### config.mk
export PLATFORM = sky130hd
export DESIGN_NAME = nibble_serial_sub_ctrl
export DESIGN_NICKNAME = d
export VERILOG_FILES = /design/src/rtl/nibble_serial_sub_ctrl.sv
export SDC_FILE = /design/constraint.sdc
export NUM_CORES = 1
export LEC_CHECK = 0
export ABC_AREA = 1
export BUFFER_PORTS_ARGS = -buffer_cell sky130_fd_sc_hd__buf_2
export CAP_MARGIN = 25
export CELL_PAD_IN_SITES_DETAIL_PLACEMENT = 1
export CELL_PAD_IN_SITES_GLOBAL_PLACEMENT = 2
export CORE_ASPECT_RATIO = 0.5
export CORE_UTILIZATION = 30
export DETAILED_ROUTE_END_ITERATION = 6
export HOLD_SLACK_MARGIN = 0.08
export PLACE_DENSITY = 0.88
export SLEW_MARGIN = 0
export SYNTH_ARGS = -nofsm -noshare
export SYNTH_HDL_FRONTEND = slang
export SYNTH_SLANG_ARGS = --single-unit
export TNS_END_PERCENT = 10
### constraint.sdc
create_clock -name clk -period 2.6 [get_ports clk]
set_input_delay 0.13 -clock clk [delete_from_list [all_inputs] [get_ports clk]]
set_output_delay 0.13 -clock clk [all_outputs]
set_load 0.03 [all_outputs]
### src/rtl/nibble_serial_sub_ctrl.sv
// Wide subtractor D = A - B built from one 4-bit borrow-chained slice,
// stepping one nibble per clock from the least significant nibble upward.
module nibble_serial_sub_ctrl #(
   parameter int NIBBLES = 4
) (
   input  logic                   clk,
   input  logic                   rst,
   input  logic                   start,
   input  logic [4*NIBBLES-1:0]   A,
   input  logic [4*NIBBLES-1:0]   B,
   output logic                   busy,
   output logic                   done,
   output logic [4*NIBBLES-1:0]   D,
   output logic                   borrow_out
);

   localparam int W  = 4 * NIBBLES;
   localparam int IW = (NIBBLES > 1) ? $clog2(NIBBLES) : 1;
   localparam logic [IW-1:0] LAST_IDX = IW'(NIBBLES - 1);

   typedef enum logic [1:0] {
      IDLE,
      RUN,
      FIN
   } state_t;

   state_t          state;
   state_t          state_next;
   logic [W-1:0]    a_reg;
   logic [W-1:0]    b_reg;
   logic [IW-1:0]   idx;
   logic            borrow;
   logic [3:0]      a_nib;
   logic [3:0]      b_nib;
   logic [4:0]      slice;
   logic            last;

   // Shared slice: bit 4 of the 5-bit difference is the borrow out.
   always_comb begin
      a_nib = a_reg[{idx, 2'b00} +: 4];
      b_nib = b_reg[{idx, 2'b00} +: 4];
      slice = {1'b0, a_nib} - {1'b0, b_nib} - {4'b0000, borrow};
      last  = (idx == LAST_IDX);
   end

   always_comb begin
      state_next = state;
      case (state)
         IDLE:    if (start) state_next = RUN;
         RUN:     if (last)  state_next = FIN;
         FIN:     state_next = IDLE;
         default: state_next = IDLE;
      endcase
   end

   always_ff @(posedge clk) begin
      if (rst) begin
         state      <= IDLE;
         a_reg      <= '0;
         b_reg      <= '0;
         idx        <= '0;
         borrow     <= 1'b0;
         D          <= '0;
         borrow_out <= 1'b0;
         busy       <= 1'b0;
         done       <= 1'b0;
      end else begin
         state <= state_next;
         case (state)
            IDLE: begin
               if (start) begin
                  a_reg      <= A;
                  b_reg      <= B;
                  idx        <= '0;
                  borrow     <= 1'b0;
                  D          <= '0;
                  borrow_out <= 1'b0;
                  busy       <= 1'b1;
               end
            end
            RUN: begin
               D[{idx, 2'b00} +: 4] <= slice[3:0];
               borrow               <= slice[4];
               // idx parks on the last nibble; the next accept clears it.
               if (last) begin
                  borrow_out <= slice[4];
                  busy       <= 1'b0;
                  done       <= 1'b1;
               end else begin
                  idx <= idx + 1'b1;
               end
            end
            FIN: begin
               done <= 1'b0;
            end
            default: begin
               done <= 1'b0;
               busy <= 1'b0;
            end
         endcase
      end
   end

endmodule

==> results.yml <==
outcome:
  status: "completed"
cts:
  cts_tree: "built"
  cts.clk_slew.worst_paths_ps: 70
  cts_buffers: 5
  cts_root_buf: "clkbuf_16"
  htree_levels: 2
  clk_latency_ps: 300
  cts_buffer_depth: 2
  cts_sinks: 56
route:
  drt_iter0_drc: 97
  dr_total_vias: 2358
  routed_via_density: 4.67
  drt_first_pass_iters: 4
  routedWlPerCell_um: 13.5
  routed_wl_mm: 6.84
  drtAntennaViolNets: 0
  drc: 0
setup_path:
  endpoint_kind: "register"
  cp_max_fo: 6
  cp.arrival_ps: 2660
  path_class: "reg -> reg"
  worstPathRequired_ps: 2820
  startpoint_type: "register"
  reg2reg_slack_ps: 170
timing:
  setup_viol: 0
  hold_violations: 0
  max_freq_ghz: 0.411
  clock_skew_ps: 8.57
  setup_tns_ps: 0
  drv_slew: 0
  relSlewSlack_pct: 47.2
  tightest_slew_ps: 791
  grt_setup_unrepaired: "false"
  setup_ws_ps: 167
  fin_crit_sh_pct: 93.6
  period_needed_ps: 2430
synth:
  synth-seq-area-share_pct: 45.0
  synth_top_area_share_pct: 45.0
  synth.most_common_cell: "nor2_1"
  ys_types: 30
  synth_ff_type: "dfxtp_1"
  netlist_instances: 335
  synth_area_sq_um: 2490
  avgSynthCellArea_sq_um: 7.43
  synth_commonest_cells: "80 x nor2_1, 56 x dfxtp_1, 51 x nand2_1"
  yosysTopAreaCell: "dfxtp_1"
  ys_ff_latch: 56
  synth_edf_count: 0
  synthesis.nets: 380
  yosys-top-cells-area: "dfxtp_1 45%, nor2_1 12%, o21ai_0 8.2%, nand2_1 7.7%, a21oi_1 5.6%"
  synthArstFlopShare_pct: 0
  ys_warn_count: 0
final_layout:
  n_antenna_cell: 0
  drive_gt1_share_pct: 22.9
  fin_nets: 437
  fin_cells: 505
  area_delta_synth_final_pct: 25.1
place:
  port_buffers: 53
  gp_congestion: 0.885
  dp_cells: 490
  place_ws_ps: 97.3
  dp_hpwl_mm: 4.99
global_route:
  antenna_found_initial: 0
  grt_overflow: 0
  grt_pass1_vias: 2403
  grt_pass1_wl_mm: 11.5
  grt_max_degree: 38
  grt_usage_pct: 17.4
pwr:
  cellPowerDensity_nw_per_um2: 730
  leakagePower_uw: 0.00134
  peakVddDrop_v: 0.000258
floorplanning:
  die_h_um: 66.4
  fp.dieArea_sq_um: 8690
  placementRows: 23
  die_w_um: 131
  initial_core_util_pct: 31.0
  core_sq_um: 8030
  pin_count: 54
flow_run:
  max_cap_viol_count: 0
hold_path:
  hold_path_class: "in -> reg"
[logic make-up (layout without fill, tap and decap cells)]
family	after synthesis	after routing	synth area share (%)
and+or+nand+nor	151	151	25.3
AOI/OAI and AO/OA	82	82	18.2
DFF	56	56	45.0
buffers and inverters	36	94	5.88
adders and majority gates	10	10	5.63
[power by group]
part / total (uW) / switching (uW) / internal (uW) / leakage, uW
registers: 954 / 36.6 / 918 / 0.000460
clock network: 773 / 320 / 453 / 0.0000798
logic: 549 / 347 / 201 / 0.000800
total: 2280 / 703 / 1570 / 0.00134
[final cells by class]
class                      count  area (sq um)
inverter                      20          81.3
tap                          112           140
sequential                    56          1120
clock buffer                   5           125
fill                         998          4910
multi-input combinational    243          1230
clock inverter                 3          42.5
timing repair buffer          66           372
[critical path, stage by stage (launching register included)]
cell and delay [ps]:
dfxtp_2 350, clkinvlp_4 120, buf_4 150, nand2_1 70, a32o_1 250, fa_1 440, inv_1 100, fa_1 460
nor3_2 200, nand2_1 70, a21oi_1 150
[routing by layer]
metal	track usage, %	up-vias	share of wire (%)
met5	0	-	0
met4	6.47	0	1.1
met3	3.64	6	3.6
met2	27.9	36	45
met1	23.0	1104	50
li1	-	1212	-
[stage by stage]
step	utilization (%)	area, sq um	power [uW]	hold slack (ps)
floorplan	-	2490	1340	199
global placement	35.8	2870	1470	384
detailed placement	35.8	2870	1500	390
CTS	38.1	3060	2270	80.9
global route	38.8	3120	2410	86.1
finish	38.8	3120	2280	83.1
[cells in the final DEF, fill, tap and decap left out]
cell            n
nor2_1         80
dfxtp_2         1
nand3_1         8
a21oi_2         1
a32o_1          3
nand4_1         2
buf_6           1
clkbuf_16       5
buf_2          53
nand2_1        51
inv_2           2
nand2_2         3
nor4_4          1
bufinv_16       1
a32oi_1         1
a21oi_1        28
o21ai_1         2
dlygate4sd3_1   2
ha_1            8
o21ai_0        40
clkinvlp_4      2
fa_1            2
buf_4          10
nor2_2          2
nor2_4          1
a211oi_1        1
inv_4           1
nand2_4         1
o21ai_2         1
clkinv_2        1
inv_1          16
nor3_2          2
o22ai_1         3
a21o_1          1
dfxtp_1        55
a211oi_2        1
[final timing paths]
kind / start / to / cells after the start
max: idx[0] / D[13] / 10
min: A[7] / a_reg[7] / 3
max reg2reg: idx[0] / D[13] / 10
min reg2reg: D[10] / D[10] / 2
[what timing repair did]
| action | in CTS | in global routing |
|---|---|---|
| hold buffers | 2 | 0 |
| endpoints found under the setup margin | 0 | 6 |
| resized for setup | 0 | 6 |
| hold endpoints to repair | 2 | 0 |
| setup buffers | 0 | 5 |
Note: power is estimated with default switching activity, not from simulation.
